### src/rtl/dma_pkg.sv
// rtl/dma_pkg.sv - shared state encoding and default widths for the load DMA
package dma_pkg;

    typedef enum logic [1:0] {
        IDLE,
        RUN,
        DONE,
        WAIT_LOW
    } dma_state_e;

    localparam int DATA_W = 64;
    localparam int ADDR_W = 16;
    localparam int LEN_W  = 8;

endpackage

### src/rtl/qkv_load_dma_if.sv
// rtl/qkv_load_dma_if.sv - read port and buffer write port bundle for the load DMA
interface qkv_load_dma_if #(
    parameter int DATA_W = dma_pkg::DATA_W,
    parameter int ADDR_W = dma_pkg::ADDR_W
);
    logic              rd_req;
    logic [ADDR_W-1:0] rd_addr;
    logic              rd_gnt;
    logic              rd_valid;
    logic [DATA_W-1:0] rd_data;
    logic              wr_en;
    logic [ADDR_W-1:0] wr_addr;
    logic [DATA_W-1:0] wr_data;
    logic              wr_ready;

    modport master (
        output rd_req, rd_addr,
        input  rd_gnt, rd_valid, rd_data,
        output wr_en, wr_addr, wr_data,
        input  wr_ready
    );

    modport slave (
        input  rd_req, rd_addr,
        output rd_gnt, rd_valid, rd_data,
        input  wr_en, wr_addr, wr_data,
        output wr_ready
    );
endinterface

### src/rtl/dma_skid_fifo.sv
// rtl/dma_skid_fifo.sv - small synchronous FIFO between read returns and buffer writes
module dma_skid_fifo #(
    parameter int DATA_W = 64,
    parameter int DEPTH  = 4
) (
    input  logic                     clk,
    input  logic                     rst,
    input  logic                     push,
    input  logic [DATA_W-1:0]        din,
    input  logic                     pop,
    output logic [DATA_W-1:0]        dout,
    output logic                     full,
    output logic                     empty,
    output logic [$clog2(DEPTH):0]   count
);
    localparam int PTR_W = $clog2(DEPTH);

    logic [DATA_W-1:0] mem [DEPTH];
    logic [PTR_W-1:0]  wptr;
    logic [PTR_W-1:0]  rptr;

    assign full  = (count == (PTR_W+1)'(DEPTH));
    assign empty = (count == '0);
    assign dout  = mem[rptr];

    // Storage needs no reset; count and pointers define what is valid.
    always_ff @(posedge clk) begin
        if (push) begin
            mem[wptr] <= din;
        end
    end

    always_ff @(posedge clk or negedge rst) begin
        if (!rst) begin
            wptr  <= '0;
            rptr  <= '0;
            count <= '0;
        end else begin
            if (push) begin
                wptr <= wptr + PTR_W'(1);
            end
            if (pop) begin
                rptr <= rptr + PTR_W'(1);
            end
            case ({push, pop})
                2'b10:   count <= count + (PTR_W+1)'(1);
                2'b01:   count <= count - (PTR_W+1)'(1);
                default: ;
            endcase
        end
    end
endmodule

### src/rtl/qkv_load_dma.sv
// rtl/qkv_load_dma.sv - burst copy from external read port into a local buffer, one done pulse per enable
module qkv_load_dma #(
    parameter int DATA_W     = dma_pkg::DATA_W,
    parameter int ADDR_W     = dma_pkg::ADDR_W,
    parameter int LEN_W      = dma_pkg::LEN_W,
    parameter int FIFO_DEPTH = 4
) (
    input  logic              clk,
    input  logic              rst,
    input  logic              enable,
    input  logic [ADDR_W-1:0] src_base,
    input  logic [ADDR_W-1:0] dst_base,
    input  logic [LEN_W-1:0]  len,
    output logic              done,
    output logic              busy,
    output logic              err,
    qkv_load_dma_if.master    bus
);
    import dma_pkg::*;

    localparam int CNT_W = $clog2(FIFO_DEPTH) + 1;
    localparam logic [CNT_W:0] CREDIT_MAX = (CNT_W+1)'(FIFO_DEPTH);

    dma_state_e        state;
    dma_state_e        state_nxt;
    logic [ADDR_W-1:0] src_q;
    logic [ADDR_W-1:0] dst_q;
    logic [LEN_W-1:0]  len_q;
    logic [LEN_W-1:0]  issued;
    logic [LEN_W-1:0]  written;
    logic [CNT_W-1:0]  outstanding;
    logic [CNT_W-1:0]  fifo_count;
    logic [CNT_W:0]    credit_used;
    logic [DATA_W-1:0] fifo_head;
    logic              fifo_full;
    logic              fifo_empty;
    logic              fifo_push;
    logic              start;
    logic              rd_fire;
    logic              wr_fire;
    logic              rd_ok;
    logic              rd_spurious;
    logic              rd_req_int;
    logic              wr_en_int;

    assign start       = (state == IDLE) && enable;
    assign credit_used = {1'b0, outstanding} + {1'b0, fifo_count};
    assign rd_ok       = bus.rd_valid && (outstanding != '0);
    assign rd_spurious = bus.rd_valid && (outstanding == '0);

    // Every granted read owns a FIFO slot until written, so the FIFO cannot overflow.
    assign rd_req_int  = (state == RUN) && (issued < len_q) && (credit_used < CREDIT_MAX);
    assign wr_en_int   = (state == RUN) && !fifo_empty;
    assign rd_fire     = rd_req_int && bus.rd_gnt;
    assign wr_fire     = wr_en_int && bus.wr_ready;
    assign fifo_push   = rd_ok && (!fifo_full || wr_fire);

    assign bus.rd_req  = rd_req_int;
    assign bus.rd_addr = rd_req_int ? (src_q + ADDR_W'(issued)) : '0;
    assign bus.wr_en   = wr_en_int;
    assign bus.wr_addr = wr_en_int ? (dst_q + ADDR_W'(written)) : '0;
    assign bus.wr_data = wr_en_int ? fifo_head : '0;

    assign done = (state == DONE);
    assign busy = (state == RUN) || (state == DONE);

    dma_skid_fifo #(
        .DATA_W (DATA_W),
        .DEPTH  (FIFO_DEPTH)
    ) u_fifo (
        .clk   (clk),
        .rst   (rst),
        .push  (fifo_push),
        .din   (bus.rd_data),
        .pop   (wr_fire),
        .dout  (fifo_head),
        .full  (fifo_full),
        .empty (fifo_empty),
        .count (fifo_count)
    );

    always_comb begin
        state_nxt = state;
        case (state)
            IDLE: begin
                if (enable) begin
                    state_nxt = (len == '0) ? DONE : RUN;
                end
            end
            RUN: begin
                if (wr_fire && ((written + LEN_W'(1)) == len_q)) begin
                    state_nxt = DONE;
                end
            end
            DONE:     state_nxt = WAIT_LOW;
            WAIT_LOW: begin
                if (!enable) begin
                    state_nxt = IDLE;
                end
            end
            default:  state_nxt = IDLE;
        endcase
    end

    always_ff @(posedge clk or negedge rst) begin
        if (!rst) begin
            state       <= IDLE;
            src_q       <= '0;
            dst_q       <= '0;
            len_q       <= '0;
            issued      <= '0;
            written     <= '0;
            outstanding <= '0;
            err         <= 1'b0;
        end else begin
            state <= state_nxt;
            if (start) begin
                src_q   <= src_base;
                dst_q   <= dst_base;
                len_q   <= len;
                issued  <= '0;
                written <= '0;
            end else begin
                if (rd_fire) begin
                    issued <= issued + LEN_W'(1);
                end
                if (wr_fire) begin
                    written <= written + LEN_W'(1);
                end
            end
            case ({rd_fire, rd_ok})
                2'b10:   outstanding <= outstanding + CNT_W'(1);
                2'b01:   outstanding <= outstanding - CNT_W'(1);
                default: ;
            endcase
            // An unexpected return in the start cycle still counts as an error.
            if (rd_spurious) begin
                err <= 1'b1;
            end else if (start) begin
                err <= 1'b0;
            end
        end
    end
endmodule

### src/flat_wrapper.sv
// flat-port wrapper written by rule: the top's interface ports become plain ports
module qkv_load_dma_flat import dma_pkg::*;
#(
    parameter int DATA_W     = dma_pkg::DATA_W,
    parameter int ADDR_W     = dma_pkg::ADDR_W,
    parameter int LEN_W      = dma_pkg::LEN_W,
    parameter int FIFO_DEPTH = 4
)
  (clk, rst, enable, src_base, dst_base, len, done, busy, err, bus_rd_req, bus_rd_addr, bus_rd_gnt, bus_rd_valid, bus_rd_data, bus_wr_en, bus_wr_addr, bus_wr_data, bus_wr_ready);
  qkv_load_dma_if #(.DATA_W(DATA_W), .ADDR_W(ADDR_W)) bus_i ();
  input  logic clk;
  input  logic rst;
  input  logic enable;
  input  logic [ADDR_W-1:0] src_base;
  input  logic [ADDR_W-1:0] dst_base;
  input  logic [LEN_W-1:0] len;
  output logic done;
  output logic busy;
  output logic err;
  output wire logic [$bits(bus_i.rd_req)-1:0] bus_rd_req;
  output wire logic [$bits(bus_i.rd_addr)-1:0] bus_rd_addr;
  input wire logic [$bits(bus_i.rd_gnt)-1:0] bus_rd_gnt;
  input wire logic [$bits(bus_i.rd_valid)-1:0] bus_rd_valid;
  input wire logic [$bits(bus_i.rd_data)-1:0] bus_rd_data;
  output wire logic [$bits(bus_i.wr_en)-1:0] bus_wr_en;
  output wire logic [$bits(bus_i.wr_addr)-1:0] bus_wr_addr;
  output wire logic [$bits(bus_i.wr_data)-1:0] bus_wr_data;
  input wire logic [$bits(bus_i.wr_ready)-1:0] bus_wr_ready;
  assign bus_rd_req = bus_i.rd_req;
  assign bus_rd_addr = bus_i.rd_addr;
  assign bus_i.rd_gnt = bus_rd_gnt;
  assign bus_i.rd_valid = bus_rd_valid;
  assign bus_i.rd_data = bus_rd_data;
  assign bus_wr_en = bus_i.wr_en;
  assign bus_wr_addr = bus_i.wr_addr;
  assign bus_wr_data = bus_i.wr_data;
  assign bus_i.wr_ready = bus_wr_ready;
  qkv_load_dma #(.DATA_W(DATA_W), .ADDR_W(ADDR_W), .LEN_W(LEN_W), .FIFO_DEPTH(FIFO_DEPTH)) u_core (.clk(clk), .rst(rst), .enable(enable), .src_base(src_base), .dst_base(dst_base), .len(len), .done(done), .busy(busy), .err(err), .bus(bus_i));
endmodule
### config.mk
export PLATFORM = sky130hd
export DESIGN_NAME = qkv_load_dma_flat
export DESIGN_NICKNAME = d
export VERILOG_FILES = /design/src/rtl/dma_pkg.sv /design/src/rtl/qkv_load_dma_if.sv /design/src/rtl/dma_skid_fifo.sv /design/src/rtl/qkv_load_dma.sv /design/src/flat_wrapper.sv
export SDC_FILE = /design/constraint.sdc
export NUM_CORES = 1
export LEC_CHECK = 0
export CAP_MARGIN = 20
export CORE_MARGIN = 2
export CORE_UTILIZATION = 43
export CTS_CLUSTER_SIZE = 40
export DETAILED_ROUTE_END_ITERATION = 8
export PLACE_DENSITY = 0.65
export REMOVE_ABC_BUFFERS = 1
export SYNTH_ARGS = -nofsm -noshare
export SYNTH_HDL_FRONTEND = slang
export SYNTH_HIERARCHICAL = 1
export SYNTH_SLANG_ARGS = --single-unit
### constraint.sdc
create_clock -name clk -period 3.65 [get_ports clk]
set_input_delay 1.095 -clock clk [delete_from_list [all_inputs] [get_ports clk]]
set_output_delay 1.095 -clock clk [all_outputs]
set_load 0.05 [all_outputs]
==> results.cfg <==
[synthesis]
yosysTopAreaCell = edfxtp_1
synth.area.mux_share_pct = 10.5
synth_compound_area_share_pct = 4.28
synth.ff_latch_count = 325
synthAdderAreaFrac_pct = 3.88
async_reset_ff_share_pct = 21.2
ys.flop_type = edfxtp_1
synth-seq-area-share_pct = 65.8
syn_avg_cell_area_um2 = 14.8
synth_top_family_by_area = simple AND/OR/NAND/NOR gates
synthTopCellsByArea = edfxtp_1 54%, dfrtp_1 12%, mux4_2 10%
synth_edf_count = 256
synthXorXnorAreaFrac_pct = 2.51
syn_inst = 964
synth_simple_gate_area_share_pct = 10.9
yosys_warnings = 6
synth_top_cell_area_share_pct = 53.7
ys_types = 56
netlist_area_mm2 = 0.0143

[sta]
period_share_pct = 104
rsz0062_at_grt = true
setup_ws_ns = -0.128
fin_crit_ns = 3.78
final_hold_viol_count = 0
fmax_mhz = 265
clock_skew_ns = 0.0141
tightest_slew_ns = 0.905
setup_viol_count_final = 13
maxSlewHeadroom_pct = 39.7
slew_viol_final = 0
tns_ns = -0.712

[route]
drtIter0Drc = 473
wirelength_mm = 32.7
antenna_left = 0
wl_per_cell_um = 19.2
first_pass_iters = 6
viasPerCell = 5.22
vias = 8898
drc_errors = 0

[global_routing]
met1_usage_pct = 25.6
grt_pass1_wl_mm = 51.4
grt_overflow = 0
grtUsageMet3_pct = 3.03
grt_usage_pct = 18.7
top_usage_layer = met2
grt_max_degree = 70
grt_pass1_vias = 9134
antenna_found_initial = 2
use_met2_pct = 30.9

[floorplanning]
die_y_um = 186
start_util_pct = 43.9
core_area_mm2 = 0.0326
die_w_um = 186
pin_count = 211
die_area_mm2 = 0.0347
rows = 66

[outcome]
status = finished with violations
violations = negative setup slack

[final_layout]
syn_to_final_growth_pct = 39.7
multi_input_area_mm2 = 0.00503
fin_cells = 1706
area.sequential_mm2 = 0.00943
nFillCells = 2423
layout-drive-gt1-share_pct = 28.6
fin_nets = 1389

[place]
place.detailed.hpwl_mm = 21.0
pre_cts_slack_ns = 0.0983
numPortBuffers = 210
gp_congestion = 0.889
place_inst = 1611

[setup_path]
critPathSlowestCell = dfrtp_1
crit_path_frequent_cell = buf_6
crit_family = compound AO/OA/AOI/OAI gates
crit_chain = ha_4 -> fa_2 -> a21o_1 -> a21oi_2 -> o211ai_1 -> nand3_2 -> buf_6 -> buf_6 -> nor4_4 -> o21bai_4 -> buf_12
critPathKind = register to output pin
worstPathRequired_ns = 2.55
critPathMaxFanout = 4
reg2regPathDepth = 15
path_depth = 11
critPathCaptureType = output pin
critical_path_arrival_ns = 2.68
slowest_delay_ns = 0.41
crit_buf_inv = 3
startpoint_type = register

[clocking]
clock-root-buffer = clkbuf_16
cts_buffers = 36
clk_latency_ns = 0.51
path_clk_slew_ns = 0.06
clock-sinks = 325
htreeDepth = 2
cts_buffer_depth = 3
cts_tree = done

[worst_hold_path]
worstHoldPathCells = 2
hp-class = register to register

[power_and_ir_drop]
fin_total_pwr_mw = 17.1
p_leak_nw = 7.34
power.density_mw_per_mm2 = 858
vdd_drop_max_mv = 0.697

[job]
maxCapViolations = 0
==> through the flow <==
step / hold WS, ns / utilization [%] / cell area (um^2)
6_report: 0.491 / 61.3 / 20000
4_1_cts: 0.494 / 59.9 / 19600
3_3_place_gp: 0.467 / 55.6 / 18100
5_1_grt: 0.510 / 61.3 / 20000
3_5_place_dp: 0.470 / 55.6 / 18100
2_1_floorplan: 0.452 / - / 14100
==> where the power goes <==
group / total, mW / internal, mW / switching, mW
combinational: 8.31 / 3.82 / 4.49
clock: 3.41 / 2.02 / 1.39
sequential: 5.44 / 4.94 / 0.496
total: 17.1 / 10.8 / 6.37
==> synth_stat cells, types with 5 or more instances <==
cell,instances
a2111o_1,6
a21o_1,5
a21oi_1,28
and2_1,76
and3_1,5
buf_2,6
buf_6,5
clkbuf_1,20
dfrtp_1,69
edfxtp_1,256
ha_1,38
inv_1,30
mux4_2,64
nand2_1,136
nand3_1,12
nand4_1,8
nor2_1,40
nor3_1,12
o21ai_0,36
or3_1,7
xnor2_1,19
xor2_1,22
==> worst min-delay path, cell delays in order, from the launching register on <==
cell and delay, ns:
dfrtp_1 0.35, nand2_1 0.05, nand2_1 0.06
==> cell usage in the layout (no fill, tap or decap), drive strengths merged, types with 2 or more instances in the layout <==
master / instances
clkinv: 12
mux2: 2
nor2b: 2
nor4: 2
xor2: 22
a31oi: 4
xnor2: 19
and3: 5
clkdlybuf4s50: 111
and2: 76
or3: 8
nand3: 13
nor2: 40
nand2: 138
o21a: 2
fa: 4
dfrtp: 69
diode: 2
a21oi: 28
edfxtp: 256
mux2i: 4
buf: 157
nor3b: 4
o21ai: 37
inv: 32
clkbuf: 50
a211oi: 3
or2: 2
nor3: 14
a2111o: 6
nand2b: 5
nand4: 8
a21bo: 2
a21o: 5
mux4: 64
o21bai: 3
ha: 38
==> per-layer routing <==
metal / routed length [um] / vias up
met1: 14100 / 4496
met2: 16200 / 226
met4: 802 / 0
met3: 1540 / 51
met5: 0 / -
li1: - / 4125
==> flip-flops by register name (all words and copies together) (netlist names) <==
| signal | count |
|---|---|
| u_core/dst_q | 16 |
| u_core/err | 1 |
| u_core/issued | 8 |
| u_core/len_q | 8 |
| u_core/outstanding | 3 |
| u_core/src_q | 16 |
| u_core/state | 2 |
| u_core/u_fifo/count | 3 |
| u_core/u_fifo/mem | 256 |
| u_core/u_fifo/rptr | 2 |
| u_core/u_fifo/wptr | 2 |
| u_core/written | 8 |
==> layout make-up <==
class | count | area share (%)
Antenna cell | 2 | 0.0250
Clock buffer | 48 | 5.05
Clock inverter | 15 | 0.563
Inverter | 31 | 0.595
Multi-Input combinational cell | 572 | 25.2
Sequential cell | 325 | 47.2
Tap cell | 442 | 2.77
Timing Repair Buffer | 271 | 18.7
==> cell families (layout without fill, tap and decap cells) <==
| family | Yosys count | count (layout) |
|---|---|---|
| mux | 70 | 70 |
| simple gates | 319 | 319 |
| compound gates | 99 | 100 |
| buf+inv | 68 | 365 |
| xor+xnor | 41 | 41 |
| other cells | 0 | 2 |
| flops | 325 | 325 |
| fa+ha+maj | 42 | 42 |
==> path summary, 6_finish.rpt <==
kind                                               startpoint                            endpoint  slack [ns]
max reg2reg                u_core/u_fifo/count[2]$_DFFE_PN0P_  u_core/u_fifo/count[2]$_DFFE_PN0P_        0.71
max in group asynchronous                                 rst   u_core/u_fifo/rptr[0]$_DFFE_PN0P_        2.15
min reg2reg                       u_core/dst_q[3]$_DFFE_PN0P_         u_core/dst_q[3]$_DFFE_PN0P_        0.49
min                               u_core/dst_q[3]$_DFFE_PN0P_         u_core/dst_q[3]$_DFFE_PN0P_        0.49
max                             u_core/written[0]$_DFFE_PN0P_                     bus_wr_addr[12]       -0.13
min in group asynchronous                                 rst        u_core/src_q[10]$_DFFE_PN0P_        0.79
==> timing repair <==
item,CTS,global route
resized for setup,46,64
buffers inserted,11,18
pin swaps,20,37
cloned,1,0
setup endpoints to repair,27,87
hold buffers,0,0
(Power assumes the default switching activity.)
